==> src/rtl/branch_target_buffer.sv <==
// branch_target_buffer: direct-mapped BTB with saturating direction counters and branch statistics
module branch_target_buffer #(
  parameter int ENTRIES = 16,
  parameter int PC_W = 32,
  parameter int CTR_W = 2,
  parameter int STAT_W = 32
) (
  input  logic              CLOCK,
  input  logic              RESET,
  input  logic [PC_W-1:0]   PC_F,
  output logic              Hit_F,
  output logic              PredTaken_F,
  output logic [PC_W-1:0]   PredTarget_F,
  input  logic              UpdateEN_D,
  input  logic [PC_W-1:0]   UpdatePC_D,
  input  logic              UpdateTaken_D,
  input  logic [PC_W-1:0]   UpdateTarget_D,
  input  logic              PredTaken_D,
  input  logic [PC_W-1:0]   PredTarget_D,
  output logic              Mispredict_D,
  input  logic              Invalidate,
  output logic [STAT_W-1:0] BranchCount,
  output logic [STAT_W-1:0] MispredCount
);
  localparam int IDX_W = $clog2(ENTRIES);
  localparam int TAG_W = PC_W - IDX_W - 2;
  localparam logic [CTR_W-1:0] CTR_MAX = '1;
  localparam logic [CTR_W-1:0] CTR_WT = CTR_W'(1 << (CTR_W - 1));
  localparam logic [CTR_W-1:0] CTR_WN = CTR_W'((1 << (CTR_W - 1)) - 1);
  logic [ENTRIES-1:0] valid;
  logic [TAG_W-1:0]   tags [ENTRIES];
  logic [PC_W-1:0]    targets [ENTRIES];
  logic [CTR_W-1:0]   ctrs [ENTRIES];
  logic [IDX_W-1:0]   f_idx, u_idx;
  logic [TAG_W-1:0]   f_tag, u_tag;
  logic               u_hit;
  logic [CTR_W-1:0]   u_ctr;
  logic               unused_lsbs;
  assign f_idx = PC_F[IDX_W+1:2];
  assign f_tag = PC_F[PC_W-1:IDX_W+2];
  assign u_idx = UpdatePC_D[IDX_W+1:2];
  assign u_tag = UpdatePC_D[PC_W-1:IDX_W+2];
  assign unused_lsbs = ^{PC_F[1:0], UpdatePC_D[1:0]};
  // lookup is gated by RESET so outputs are quiet for the whole reset pulse
  assign Hit_F = !RESET && valid[f_idx] && tags[f_idx] == f_tag;
  assign PredTaken_F = Hit_F && ctrs[f_idx][CTR_W-1];
  assign PredTarget_F = Hit_F ? targets[f_idx] : '0;
  assign u_hit = valid[u_idx] && tags[u_idx] == u_tag;
  assign u_ctr = UpdateTaken_D ? ((ctrs[u_idx] == CTR_MAX) ? CTR_MAX : ctrs[u_idx] + CTR_W'(1))
                               : ((ctrs[u_idx] == '0) ? '0 : ctrs[u_idx] - CTR_W'(1));
  assign Mispredict_D = UpdateEN_D && ((UpdateTaken_D != PredTaken_D) ||
                                       (UpdateTaken_D && UpdateTarget_D != PredTarget_D));
  // table: invalidate beats any write; misses only allocate when taken
  always_ff @(posedge CLOCK or posedge RESET)
    if (RESET) begin
      valid <= '0;
      for (int i = 0; i < ENTRIES; i++) begin
        tags[i] <= '0;
        targets[i] <= '0;
        ctrs[i] <= CTR_WN;
      end
    end else if (Invalidate) valid <= '0;
    else if (UpdateEN_D && (u_hit || UpdateTaken_D)) begin
      valid[u_idx] <= 1'b1;
      tags[u_idx] <= u_tag;
      ctrs[u_idx] <= u_hit ? u_ctr : CTR_WT;
      if (UpdateTaken_D) targets[u_idx] <= UpdateTarget_D;
    end
  // statistics saturate at all-ones and ignore Invalidate
  always_ff @(posedge CLOCK or posedge RESET)
    if (RESET) begin
      BranchCount <= '0;
      MispredCount <= '0;
    end else begin
      if (UpdateEN_D && !(&BranchCount)) BranchCount <= BranchCount + STAT_W'(1);
      if (Mispredict_D && !(&MispredCount)) MispredCount <= MispredCount + STAT_W'(1);
    end
endmodule

==> config.mk <==
export PLATFORM = sky130hd
export DESIGN_NAME = branch_target_buffer
export DESIGN_NICKNAME = d
export VERILOG_FILES = /design/src/rtl/branch_target_buffer.sv
export SDC_FILE = /design/constraint.sdc
export NUM_CORES = 2
export LEC_CHECK = 0
export ABC_AREA = 1
export CAP_MARGIN = 30
export CELL_PAD_IN_SITES_DETAIL_PLACEMENT = 1
export CELL_PAD_IN_SITES_GLOBAL_PLACEMENT = 2
export CORE_UTILIZATION = 36
export CTS_CLUSTER_DIAMETER = 80
export DETAILED_ROUTE_END_ITERATION = 7
export PLACE_DENSITY_LB_ADDON = 0.1
export SLEW_MARGIN = 20
export SYNTH_ARGS = -nofsm -noshare
export SYNTH_HDL_FRONTEND = slang
export SYNTH_SLANG_ARGS = --single-unit
==> constraint.sdc <==
create_clock -name CLOCK -period 38.3 [get_ports CLOCK]
set_input_delay 3.83 -clock CLOCK [delete_from_list [all_inputs] [get_ports CLOCK]]
set_output_delay 3.83 -clock CLOCK [all_outputs]
set_load 0.1 [all_outputs]
# Word-level counts from Yosys, hierarchy flattened
# Index checks and enable logic that the tools add are counted.
# W data, S select, Z words.
dict set report totals {
  out_inout_bits 99
  word_cells 129
  register_bits 1040
}
dict set report op_classes {
  reduce_logical 22
  add_sub_neg 4
  n_bitwise 4
  mux 37
  n_lt_le_gt_ge 6
  n_eq_ne 5
}
# op n
set ops {}
lappend ops {{$bwmux W512} 1}
lappend ops {{$bwmux W416} 1}
lappend ops {{$bmux W26 S4} 2}
lappend ops {{$mux W26} 5}
lappend ops {{$bmux W32 S4} 1}
lappend ops {{$demux W32 S4} 1}
lappend ops {{$mux W32} 4}
lappend ops {{$demux W26 S4} 1}
lappend ops {{$add A32 B1 Y32 const B} 2}
lappend ops {{$reduce_and A32 Y1} 2}
lappend ops {{$eq A26 B26 Y1} 2}
lappend ops {{$bwmux W32} 1}
lappend ops {{$mux W16} 2}
lappend ops {{$ne A32 B32 Y1} 1}
lappend ops {{$mux W2} 9}
lappend ops {{$bmux W2 S4} 2}
lappend ops {{$or A16 B16 Y16} 1}
lappend ops {{$logic_and A1 B1 Y1} 11}
lappend ops {{$ge A5 B5 Y1 const B} 2}
lappend ops {{$lt A4 B5 Y1 const B} 2}
lappend ops {{$not A4 Y5} 2}
lappend ops {{$bmux W1 S4} 2}
lappend ops {{$demux W2 S4} 1}
lappend ops {{$lt A5 B1 Y1 const B} 1}
lappend ops {{14 further kinds} 19}

# Depth between registers and ports, before layout
dict set report logic_depth {
  depth_word 10
  depth_mapped 25
  ltp_nobuf 19
}

# Worst setup path after synthesis
# No wires, ideal clock.
dict set report synth_timing {
  path_type {input to output}
  from {input port RESET}
  to {output port PredTarget_F[22]}
  slack_ns 5.828
  arrival_ns 28.642
  path_stages 8
  n_path_buf 1
  required_time_ns 34.470
  cell_sequence {inv_1 -> nand2_1 -> a21oi_1 -> nand2_1 -> nor2_1 -> nand3_1 -> clkbuf_1 -> nor3_1}
}
dict set report synth_via {
  elab_chain_cells 4
}
# item line_no
set synth_lines {}
lappend synth_lines {{start: declaration} 9} ;# input logic RESET,
lappend synth_lines {{$logic_not A1 Y1 (no line)} -}
lappend synth_lines {{$logic_and A1 B1 Y1 (2 in series)} 45} ;# assign Hit_F = !RESET && valid[f_idx] && tags[f_idx] == f_tag;
lappend synth_lines {{$mux W32} 47} ;# assign PredTarget_F = Hit_F ? targets[f_idx] : '0;
lappend synth_lines {{end: declaration} 13} ;# output logic [PC_W-1:0] PredTarget_F,
# No other way between the ends.

# Worst setup path after layout
dict set report layout_timing {
  from {input port PC_F[2]}
  to {output port PredTarget_F[0]}
}
dict set report layout_via {
  elab_chain_cells 7
  elab_cells_between_ends 13
  classes_between {1 x eq/ne; 9 x mux; 1 x bitwise; 2 x reduce/logical}
}
# item line_no
set layout_lines {}
lappend layout_lines {{start: declaration} 10} ;# input logic [PC_W-1:0] PC_F,
lappend layout_lines {{$not A4 Y5 (not written as such)} {45, 47}}
lappend layout_lines {{$bmux W26 S4} 45}
lappend layout_lines {{$mux W26 (not written as such) (2 in series)} 45}
lappend layout_lines {{$eq A26 B26 Y1} 45}
lappend layout_lines {{$logic_and A1 B1 Y1} 45}
lappend layout_lines {{$mux W32 *} 47}
# Every way passes the cells marked *; elsewhere a longest branch is shown, timed or not. The select of a mux whose other input is x is not followed.

==> results.yml <==
run_status:
  status: "complete, no violations"
setup_path:
  cp-start-kind: "input port"
  cp.required_ns: 34.47
  critPathBufInv: 7
  cp-end-kind: "output port"
  slowest_delay_ns: 1.22
  crit_family: "buffers and inverters"
  path_cells: "buf_8 > buf_4 > buf_12 > buf_4 > nand2_1 > o211ai_1 > nand3_1 > o21ai_0 > o21ai_0 > buf_2 > xor2_1 > nor2_1 > nand2_1 > nor2_1 > nand2_2 > buf_4 > nor3_1 > clkdlybuf4s50_1"
  cp_common_cell: "buf_4"
  cp_data_arrival_time_ns: 9.78
  slowest_stage: "clkdlybuf4s50_1"
  crit_type: "in -> out"
  cp_max_fo: 169
drt:
  dr.pass1.iters: 6
  routed-via-count: 53400
  detail-route-antenna-nets: 0
  wirelength_microns: 240000
  remaining_drc_errors: 0
  wl_per_cell_microns: 25.4
  viasPerCell: 5.66
  drtIter0Drc: 4364
floorplanning:
  pin_count: 233
  die_w_microns: 394
  die_y_microns: 394
  rows: 143
  dieArea_sq_um: 155000
  core_area_sq_um: 152000
  start_util: 0.363
global_route:
  overflow: 0
  grt_pass1_wl_microns: 362000
  grt_pass1_vias: 54600
  grtUsageTotal: 0.307
  grt_antenna_before_repair: 15
  grt_max_degree: 179
layout:
  drive_gt1_frac: 0.0573
  seqCellArea_sq_um: 26000
  syn2layout_area_growth_pct: 14.5
  post-route-util: 0.416
  fin_nets: 7428
  num-fill-cells: 18500
  multiInputGateArea_sq_um: 25800
sta:
  slew_headroom: 0.287
  setup_viol: 0
  fin_crit_ns: 13.61
  report.final.slew_viol_count: 0
  setup_tns_ns: 0
  fmax_ghz: 0.0735
  skew_ns: 0.0235
  hold_viol: 0
  layout_worst_path_cycle_share: 0.355
  rsz0062_at_grt: "no"
  worst_slew_pin_slew_ns: 1.07
synth:
  synth_cell_types: 43
  synth_warnings: 0
  synth-seq-area-share: 0.471
  synth_largest_area_cell: "dfrtp_1"
  syn_area_sq_um: 55300
  postSynthAreaPerCell_sq_um: 7.40
  synthTopCellsByArea: "dfrtp_1, nand2_1, o21ai_0"
  synth.top_cell.area_share: 0.463
  syn-instance-count: 7481
  synth_top_cells_by_count: "nand2_1, dfrtp_1, o21ai_0, clkbuf_1, nand4_1"
  synth.most_common_cell: "nand2_1"
  syn_nets: 7617
  ys_ff_latch: 1040
  synth_edf_count: 0
  ys_async_sr_fraction: 1.00
  synth_ff_type: "dfrtp_1"
clock_tree:
  numCtsBuffers: 133
  clk_pin_slew_ns: 0.06
  ctsLongestPathBuffers: 3
  cts.sinks: 1040
  cts_resized: 0
  hold_buffers: 0
  h-tree-depth: 4
  cts_tree: "yes"
  post_cts_buffers: 0
  clk-insertion-delay-late_ns: 0.77
  cts_root_buf: "clkbuf_16"
placed_design:
  place_hpwl_microns: 129000
  io_buffers: 228
  gp_congestion: 0.820
power:
  p_comb_frac: 0.168
  internal_power_mw: 2.18
  p_sw_frac: 0.313
  power.leakage_nw: 30.0
  p_per_area_nw_per_um2: 50.1
  p_clk_frac: 0.411
  power_frac_seq: 0.420
  ir_worst_vdd_mv: 0.0437
  p_switching_mw: 0.992
flow_run:
  cap_violations: 0
min_path:
  hold_class: "reg -> reg"
-- placed cells by master, fill, tap and decap left out, types with 18 or more instances in the layout --
cell / Yosys / layout
inv_1: 228 / 223
nor2_4: 1 / 21
clkbuf_1: 474 / 26
o211ai_1: 77 / 77
nand3_1: 136 / 129
a21oi_1: 300 / 300
o32ai_1: 29 / 29
nand4_1: 469 / 469
nor2_1: 409 / 389
dfrtp_1: 1024 / 1024
a221oi_1: 67 / 67
o21ai_1: 50 / 50
xnor2_1: 34 / 34
buf_4: 29 / 95
nor3_1: 66 / 65
xor2_1: 57 / 57
o22ai_1: 21 / 21
clkdlybuf4s50_1: 0 / 222
clkbuf_8: 0 / 37
a22o_1: 30 / 30
o21ai_0: 845 / 845
nand2_1: 2867 / 2851
clkbuf_16: 0 / 138
clkinv_2: 0 / 18
-- final cells by class --
| type | count | area share |
|---|---|---|
| Sequential cell | 1040 | 0.411 |
| Multi-Input combinational cell | 5538 | 0.408 |
| Clock buffer | 201 | 0.0641 |
| Timing Repair Buffer | 343 | 0.0544 |
| Tap cell | 2030 | 0.0401 |
| Inverter | 236 | 0.0145 |
| Clock inverter | 38 | 0.00725 |
| Antenna cell | 9 | 0.000356 |
-- through the flow --
stage / instances / area, sq um / hold WS, ns / worst slack [ns] / power [mW]
after floorplan: 7481 / 55300 / 0.442 / 5.21 / 1.70
after global placement: 9171 / 58500 / 0.455 / 24.37 / 1.86
after detailed placement: 9179 / 58600 / 0.458 / 24.67 / 1.88
after CTS: 9418 / 63100 / 0.470 / 24.66 / 3.20
after global routing: 9433 / 63300 / 0.485 / 24.31 / 3.32
final: 9435 / 63300 / 0.469 / 24.69 / 3.17
-- logic make-up (layout without fill, tap and decap cells) --
kind of cell               after synthesis  after routing  synth area share
and+or+nand+nor                       3981           3981             0.298
xor gates and xnor gates                91             91            0.0144
adders and majority gates                2              2          0.000452
other                                    0              9                 0
AOI/OAI and AO/OA                     1464           1464             0.147
DFF                                   1040           1040             0.471
buffers and inverters                  903            818            0.0688
-- final timing paths --
path,startpoint,endpoint,slack [ns],cells after the start
min in group asynchronous,RESET,MispredCount[30],3.47,2
setup / recovery,PC_F[2],PredTarget_F[0],24.69,18
hold / removal,ctrs[24],ctrs[24],0.47,2
setup reg to reg,tags[192],tags[321],33.15,20
max in group asynchronous,RESET,tags[13],31.21,6
hold reg to reg,ctrs[24],ctrs[24],0.47,2
-- sequential cells by signal, summed over array words and instances, names as in the netlist --
name	cells
tags	416
MispredCount	32
BranchCount	32
ctrs	32
targets	512
valid	16
-- routing by layer --
metal / wire (microns) / part of all wire / track usage
met5: 13 / 0.000054 / 0
met4: 7410 / 0.031 / 0.0964
met3: 12900 / 0.054 / 0.0425
met2: 110000 / 0.46 / 0.504
met1: 109000 / 0.46 / 0.418
-- worst min-delay path, cell delays in order (launching register included) --
cell	delay, ns
dfstp_2	0.37
nand2_1	0.05
nand2_1	0.05
-- power by group through the flow --
stage                     registers (mW)  clock network (mW)  logic, mW
after floorplan                     1.39                   0      0.315
after global placement              1.34                   0      0.520
after detailed placement            1.35                   0      0.533
after CTS                           1.33                1.33      0.535
after global routing                1.35                1.37      0.598
final                               1.33                1.31      0.534
(Power assumes the default switching activity.)
